$ cat src/rtl/sub64_pipe_if.sv
// Operand/result bundle for sub64_pipe: the in_* side comes from the issue queue
// and the out_*/diff/flag_* side goes to writeback and the compare/branch unit.
interface sub64_pipe_if #(
    parameter int WIDTH = 64
);
    logic             in_valid;
    logic             in_ready;
    logic [WIDTH-1:0] a;
    logic [WIDTH-1:0] b;
    logic             out_valid;
    logic             out_ready;
    logic [WIDTH-1:0] diff;
    logic             flag_z;
    logic             flag_n;
    logic             flag_b;
    logic             flag_v;

    modport master (
        output in_valid, a, b, out_ready,
        input  in_ready, out_valid, diff, flag_z, flag_n, flag_b, flag_v
    );

    modport slave (
        input  in_valid, a, b, out_ready,
        output in_ready, out_valid, diff, flag_z, flag_n, flag_b, flag_v
    );
endinterface

$ cat src/rtl/sub64_pipe.sv
// Pipelined a - b (as a + ~b + 1) over a registered Kogge-Stone carry network,
// with per-rank valid bits, bubble-collapsing stall and Z/N/B/V status flags.
module sub64_pipe #(
    parameter int WIDTH = 64  // power of two, at least 8
) (
    input logic         clk,
    input logic         rst,
    sub64_pipe_if.slave bus
);
    localparam int LEVELS = $clog2(WIDTH);
    localparam int NRANK  = LEVELS + 3;  // S0 capture, S1 p/g, LEVELS prefix ranks, output
    localparam int LAST   = NRANK - 1;

    logic [NRANK-1:0] vld;
    logic [NRANK-1:0] ld;

    // Rank k may load whenever some rank at or after k holds a bubble, or S8 drains.
    always_comb begin
        logic [NRANK-1:0] below;
        below = '0;
        ld    = '0;
        for (int k = 0; k < NRANK; k++) begin
            ld[k]    = bus.out_ready || ((vld | below) != '1);
            below[k] = 1'b1;
        end
    end

    assign bus.in_ready  = ld[0];
    assign bus.out_valid = vld[LAST];

    always_ff @(posedge clk or negedge rst) begin
        if (!rst) vld <= '0;
        else      vld <= (ld & {vld[NRANK-2:0], bus.in_valid}) | (~ld & vld);
    end

    function automatic logic [WIDTH-1:0] ks_g(input logic [WIDTH-1:0] g,
                                              input logic [WIDTH-1:0] p,
                                              input int d);
        logic [WIDTH-1:0] r;
        r = g;
        for (int i = d; i < WIDTH; i++) r[i] = g[i] | (p[i] & g[i-d]);
        return r;
    endfunction

    function automatic logic [WIDTH-1:0] ks_p(input logic [WIDTH-1:0] p, input int d);
        logic [WIDTH-1:0] r;
        r = p;
        for (int i = d; i < WIDTH; i++) r[i] = p[i] & p[i-d];
        return r;
    endfunction

    logic [WIDTH-1:0] a_q;
    logic [WIDTH-1:0] nb_q;
    logic [WIDTH-1:0] g_q  [LEVELS+1];
    logic [WIDTH-1:0] p_q  [LEVELS];
    logic [WIDTH-1:0] p0_q [LEVELS+1];
    logic             am_q [LEVELS+1];
    logic             bm_q [LEVELS+1];

    // NOTE: datapath ranks have no reset; the valid bits alone say whether their contents mean anything.
    always_ff @(posedge clk) begin
        if (ld[0]) begin
            a_q  <= bus.a;
            nb_q <= ~bus.b;
        end
        if (ld[1]) begin
            p_q[0]  <= a_q ^ nb_q;
            p0_q[0] <= a_q ^ nb_q;
            // Carry-in of 1 folded into bit 0: g0 = a0&~b0 | (a0^~b0)&1.
            g_q[0]  <= {a_q[WIDTH-1:1] & nb_q[WIDTH-1:1], a_q[0] | nb_q[0]};
            am_q[0] <= a_q[WIDTH-1];
            bm_q[0] <= ~nb_q[WIDTH-1];
        end
        for (int l = 0; l < LEVELS; l++) begin
            if (ld[l+2]) begin
                g_q[l+1]  <= ks_g(g_q[l], p_q[l], 1 << l);
                p0_q[l+1] <= p0_q[l];
                am_q[l+1] <= am_q[l];
                bm_q[l+1] <= bm_q[l];
            end
        end
        for (int l = 0; l < LEVELS - 1; l++) begin
            if (ld[l+2]) p_q[l+1] <= ks_p(p_q[l], 1 << l);
        end
    end

    // After the last prefix level g_q[LEVELS][i] is the carry out of bit i.
    logic [WIDTH-1:0] diff_nx;
    logic             cout;

    assign diff_nx = p0_q[LEVELS] ^ {g_q[LEVELS][WIDTH-2:0], 1'b1};
    assign cout    = g_q[LEVELS][WIDTH-1];

    always_ff @(posedge clk or negedge rst) begin
        if (!rst) begin
            bus.diff   <= '0;
            bus.flag_z <= 1'b0;
            bus.flag_n <= 1'b0;
            bus.flag_b <= 1'b0;
            bus.flag_v <= 1'b0;
        end else if (ld[LAST] && vld[LAST-1]) begin
            bus.diff   <= diff_nx;
            bus.flag_z <= ~|diff_nx;
            bus.flag_n <= diff_nx[WIDTH-1];
            bus.flag_b <= ~cout;
            bus.flag_v <= (am_q[LEVELS] != bm_q[LEVELS]) && (diff_nx[WIDTH-1] != am_q[LEVELS]);
        end
    end
endmodule
$ cat src/flat_wrapper.sv
// flat-port wrapper written by rule: the top's interface ports become plain ports
module sub64_pipe_flat 
#(
    parameter int WIDTH = 64                             
)
  (clk, rst, bus_in_valid, bus_a, bus_b, bus_out_ready, bus_in_ready, bus_out_valid, bus_diff, bus_flag_z, bus_flag_n, bus_flag_b, bus_flag_v);
  sub64_pipe_if #(.WIDTH(WIDTH)) bus_i ();
  input logic clk;
  input logic rst;
  input wire logic [$bits(bus_i.in_valid)-1:0] bus_in_valid;
  input wire logic [$bits(bus_i.a)-1:0] bus_a;
  input wire logic [$bits(bus_i.b)-1:0] bus_b;
  input wire logic [$bits(bus_i.out_ready)-1:0] bus_out_ready;
  output wire logic [$bits(bus_i.in_ready)-1:0] bus_in_ready;
  output wire logic [$bits(bus_i.out_valid)-1:0] bus_out_valid;
  output wire logic [$bits(bus_i.diff)-1:0] bus_diff;
  output wire logic [$bits(bus_i.flag_z)-1:0] bus_flag_z;
  output wire logic [$bits(bus_i.flag_n)-1:0] bus_flag_n;
  output wire logic [$bits(bus_i.flag_b)-1:0] bus_flag_b;
  output wire logic [$bits(bus_i.flag_v)-1:0] bus_flag_v;
  assign bus_i.in_valid = bus_in_valid;
  assign bus_i.a = bus_a;
  assign bus_i.b = bus_b;
  assign bus_i.out_ready = bus_out_ready;
  assign bus_in_ready = bus_i.in_ready;
  assign bus_out_valid = bus_i.out_valid;
  assign bus_diff = bus_i.diff;
  assign bus_flag_z = bus_i.flag_z;
  assign bus_flag_n = bus_i.flag_n;
  assign bus_flag_b = bus_i.flag_b;
  assign bus_flag_v = bus_i.flag_v;
  sub64_pipe #(.WIDTH(WIDTH)) u_core (.clk(clk), .rst(rst), .bus(bus_i));
endmodule
$ cat config.mk
export PLATFORM = sky130hd
export DESIGN_NAME = sub64_pipe_flat
export DESIGN_NICKNAME = d
export VERILOG_FILES = /design/src/rtl/sub64_pipe_if.sv /design/src/rtl/sub64_pipe.sv /design/src/flat_wrapper.sv
export SDC_FILE = /design/constraint.sdc
export NUM_CORES = 1
export LEC_CHECK = 0
export ABC_AREA = 1
export CAP_MARGIN = 20
export CORE_ASPECT_RATIO = 0.8
export CORE_MARGIN = 4
export CORE_UTILIZATION = 45
export DETAILED_ROUTE_END_ITERATION = 8
export PLACE_DENSITY = 0.64
export SLEW_MARGIN = 20
export SYNTH_ARGS = -nofsm -noshare
export SYNTH_HDL_FRONTEND = slang
export SYNTH_SLANG_ARGS = --single-unit
export TNS_END_PERCENT = 5
$ cat constraint.sdc
create_clock -name clk -period 61 [get_ports clk]
set_clock_uncertainty 0.1 [all_clocks]
set_input_delay 18.3 -clock clk [delete_from_list [all_inputs] [get_ports clk]]
set_output_delay 18.3 -clock clk [all_outputs]
set_load 0.01 [all_outputs]
Word level (Yosys, flattened, before mapping):

Memories as Yosys holds them, arrays and structs flattened.
Cells that the tools add are included.

* equality and inequality tests: 10
* multiplexer cells: 14
* bitwise operators: 943
* reduce and logical (&&, ||, !) cells: 13

Operators by type and width (number)
* bitwise AND 1 bit: 610
* bitwise OR 1 bit: 322
* bitwise XOR 64 bit: 2
* inverter 64 bit: 1
* OR reduction 64 bit: 1
* bitwise AND 63 bit: 1
* bitwise AND 9 bit: 2
* two-way mux 1 bit: 14
* logical OR 1 bit: 9
* != test 9 bit (second input constant): 1
* inverter 9 bit: 1
* bitwise OR 9 bit: 1
* != test 8 bit (second input constant): 1
* != test 7 bit (second input constant): 1
* != test 6 bit (second input constant): 1
* != test 5 bit (second input constant): 1
* != test 4 bit (second input constant): 1
* != test 3 bit (second input constant): 1
* inverter 1 bit: 3
* logical AND 1 bit: 2
* != test 1 bit: 2
* != test 2 bit (second input constant): 1
* zero test 1 bit: 1

* register bits: 205
* memory bits (writable): 1294
* memories kept: 5

Memory list
* u_core.g_q: words 7, bits a word 64, rd ports 7, clocked after Yosys merged registers in 0, wr ports 7, RTL line sub64_pipe.sv:54 `logic [WIDTH-1:0] g_q [LEVELS+1];`
* u_core.p0_q: words 7, bits a word 64, rd ports 7, clocked after Yosys merged registers in 0, wr ports 7, RTL line sub64_pipe.sv:56 `logic [WIDTH-1:0] p0_q [LEVELS+1];`
* u_core.p_q: words 6, bits a word 64, rd ports 6, clocked after Yosys merged registers in 0, wr ports 6, RTL line sub64_pipe.sv:55 `logic [WIDTH-1:0] p_q [LEVELS];`
* u_core.am_q: words 7, bits a word 1, rd ports 7, clocked after Yosys merged registers in 0, wr ports 7, RTL line sub64_pipe.sv:57 `logic am_q [LEVELS+1];`
* u_core.bm_q: words 7, bits a word 1, rd ports 7, clocked after Yosys merged registers in 0, wr ports 7, RTL line sub64_pipe.sv:58 `logic bm_q [LEVELS+1];`

Logic depth before layout (Yosys ltp):

* word-level depth: 5
* gate-level depth with buffers: 11
* gate-level depth less buffers: 11

Least setup slack after synthesis:

No wires, ideal clock.

* path type: input -> output
* start: input port bus_out_ready
* end: output port bus_in_ready
* arrival: 26.067 ns
* required time: 42.600 ns
* setup slack: 16.533 ns
* cell stages on the path: 6
* buffers on the path: 0
* cells stage by stage: inv_1 nand4_2 nor2_4 nand4_4 nor2_4 nand2_2

* longest elaborated chain between the ends: 1

RTL lines
* from (decl): RTL line flat_wrapper.sv:13 `input wire logic [$bits(bus_i.out_ready)-1:0] bus_out_ready;`
* logical OR 1 bit: RTL line sub64_pipe.sv:23 `ld[k] = bus.out_ready || ((vld | below) != '1);`
* to (decl): RTL line flat_wrapper.sv:14 `output wire logic [$bits(bus_i.in_ready)-1:0] bus_in_ready;`

Every way passes these cells.

Final worst setup path:

Ends and elaborated chain as after synthesis.

==> qor.yml <==
logic_synthesis:
  synthesis.yosys.warnings: 0
  synth.yosys.seq_area_share_pct: 83.4
  async_flop_share_pct: 5.54
  synth-edff-count: 1296
  cell_type_with_the_highest_aggregate_area_in_the_netlist: "edfxtp_1"
  synth_largest_type_area_fraction_pct: 79.6
  synthDistinctLibCells: 23
  synthTopCellsByCount: "edfxtp_1, nand2_1, inv_1"
  ys_top_cells_by_area: "edfxtp_1, nand2_1, inv_1"
  yosys_most_used_dff: "edfxtp_1"
  syn_nets: 3384
  yosys.cell_count.top_type: "edfxtp_1"
  ys_seq_elements: 1372
  syn_area_per_cell_um2: 15.3
  post_synth_inst_count: 3188
  netlist_area_um2: 48900
timing:
  finalWorstPathRequiredPeriod_ns: 39.99
  slew_violations: 0
  final-setup-viol-count: 0
  fmax_mhz: 25.0
  finalWorstSetupSlack_ns: 21.01
  final_hold_viol_count: 0
  worstMarginPinSlew_ns: 1.03
  worst_slew_margin_rel_pct: 31.3
  timing.setup.tns_ns: 0
  rsz0062_at_grt: "false"
  timing.final.crit_share_pct: 65.6
route:
  totalWireLength_um: 91500
  detailedRoute.firstPassIterationCount: 6
  drt_drc_violations_left: 0
  drt_first_iter_violations: 2181
  dr_total_vias: 23400
  viasPerCell: 4.63
  drt.antenna.violating_nets: 0
  routed_wirelength_normalized_by_instance_count_um: 18.1
critical_path:
  worstRegToRegCells: 4
  timing.critical_path.to_type: "output port"
  r2r_end: "u_core.p0_q[2][30]"
  worst-setup-path-type: "input port to output port"
  worst_path_arrival_time_ns: 21.59
  critical_path_peak_fanout: 68
  worst_ep_required_time_ns: 42.60
  cp-start-kind: "input port"
  timing.reg2reg.setup_slack_ns: 57.36
placed_design:
  gpl.final_weighted_congestion: 0.845
  port_buffers: 201
  hpwl_um: 64100
  dp_worst_setup_slack_ns: 20.96
global_route:
  antenna_found_initial: 5
  pin_count_of_the_biggest_net_entering_global_routing: 103
  first_global_vias: 22800
  overflow: 0
  track_usage_pct: 16.3
  grt_first_pass_wirelength_um: 138000
clock_tree:
  post_cts_hold_buffer_count: 0
  path_clk_slew_ns: 0.06
  clock_tree.buffer_depth: 3
  cts_post_setup_buffers_inserted: 0
  numCtsBuffers: 135
  clock_tree.htree_level_count: 4
  cts_tree: "done"
  clockRootBuffer: "clkbuf_16"
  cts_resized: 0
  cts_sinks: 1372
  clkLatencyLatePin_ns: 0.74
die:
  boundaryPins: 202
  design.die.area_um2: 114000
  num_rows: 107
  starting_density_of_the_core_pct: 45.6
  floorplan.core_area_um2: 107000
  die_height_um: 303
  floorplan_die_width_um: 377
hold_path:
  timing.hold.worst_path_depth: 0
  min_to: "u_core.p0_q[4][41]"
  worst_hold_path_type: "register to register"
  hold_start: "u_core.p0_q[3][41]"
status:
  status: "complete, no violations"
layout:
  layout-drive-gt1-share_pct: 6.16
  nNetsFinal: 3722
  fill_cells: 8727
  finish.utilization_pct: 53.3
  area_delta_synth_final_pct: 16.8
  antenna_cells_inserted: 0
power:
  fin_total_pwr_w: 0.00243
  power.leakage_nw: 25.3
  power.ir.vdd_worst_mv: 0.0275
  pwr_density_cell_nw_per_um2: 42.6
run:
  maximum_capacitance_violations: 0
worst max path at each step:
| stage | start | endpoint | slack (ns) | depth (start not counted) |
|---|---|---|---|---|
| after floorplan | bus_out_ready | bus_in_ready | 16.53 | 6 |
| after global placement | bus_out_ready | bus_in_ready | 21.03 | 8 |
| after detailed placement | bus_out_ready | bus_in_ready | 20.96 | 8 |
| after CTS | bus_out_ready | bus_in_ready | 20.95 | 8 |
| after global routing | bus_out_ready | bus_in_ready | 20.78 | 8 |
| final | bus_out_ready | bus_in_ready | 21.01 | 8 |
where the power goes:
group	internal (W)	switching, W
Clock	0.000460	0.000345
Sequential	0.00126	0.000120
Combinational	0.0000982	0.000145
Total	0.00182	0.000609
logic make-up after synthesis:
| kind of cell | after synthesis | synth area share (%) |
|---|---|---|
| flip-flops | 1372 | 83.4 |
| AND/OR/NAND/NOR | 982 | 7.65 |
| buffers and inverters | 600 | 4.64 |
| AO/OA/AOI/OAI | 119 | 1.71 |
| adder cells (fa/ha/maj) | 64 | 1.64 |
| XOR/XNOR | 51 | 0.913 |
critical path: stages:
cell and delay, ns:
clkdlybuf4s50_1 0.42, inv_1 0.21, nand4_4 0.67, nor2_4 0.55
nand4_4 0.15, nor2_4 0.23, nand2_8 0.37, clkdlybuf4s50_1 0.62
final cells by class:
type	count	area, um2	area share [%]
Sequential cell	1372	40800	71.4
Timing Repair Buffer	215	2110	3.70
Tap cell	1417	1770	3.10
Inverter	586	2210	3.86
Clock inverter	84	801	1.40
Multi-Input combinational cell	1216	5880	10.3
Clock buffer	162	3530	6.18
layout by cell type, fill, tap and decap left out, types with 2 or more instances in the layout:
cell	count
a21o_1	95
buf_4	15
bufinv_16	10
clkbuf_1	21
clkbuf_16	136
clkbuf_4	3
clkbuf_8	2
clkdlybuf4s50_1	200
clkinv_1	30
clkinv_16	2
clkinv_2	24
clkinv_4	4
clkinv_8	4
clkinvlp_4	2
dfrtp_1	76
edfxtp_1	1296
ha_1	64
inv_1	583
inv_16	2
inv_6	7
nand2_1	927
nand3_1	3
nand3_4	2
nand4_4	2
nor2_1	41
nor2_4	2
o21ai_0	22
or2_2	2
xnor2_1	10
xor2_1	41
state kept, by name, summed over array words and instances, names as in the netlist, named ones only:
| name | flops |
|---|---|
| u_core.bm_q | 7 |
| u_core.a_q | 64 |
| u_core.p_q | 260 |
| u_core.bus.flag_z | 1 |
| u_core.am_q | 7 |
| u_core.nb_q | 64 |
| u_core.bus.flag_v | 1 |
| u_core.bus.diff | 64 |
| u_core.g_q | 448 |
| u_core.p0_q | 446 |
| u_core.bus.flag_b | 1 |
metal layers:
metal / share of wire (%) / wire length [um] / GRT usage [%]
met2: 43 / 38900 / 23.0
met4: 2.2 / 2060 / 5.28
met3: 7.3 / 6710 / 3.60
met1: 48 / 43800 / 25.2
met5: 0 / 0 / 0
metrics by stage:
| stage | cells | hold WS [ns] | cell area, um2 |
|---|---|---|---|
| 6_report | 5052 | 0.304 | 57100 |
| 5_1_grt | 5052 | 0.316 | 57100 |
| 4_1_cts | 5052 | 0.313 | 57100 |
| 3_5_place_dp | 4806 | 0.305 | 52800 |
| 3_3_place_gp | 4806 | 0.302 | 52800 |
| 2_1_floorplan | 3188 | 0.300 | 48900 |
Note: power is estimated with default switching activity, not from simulation.
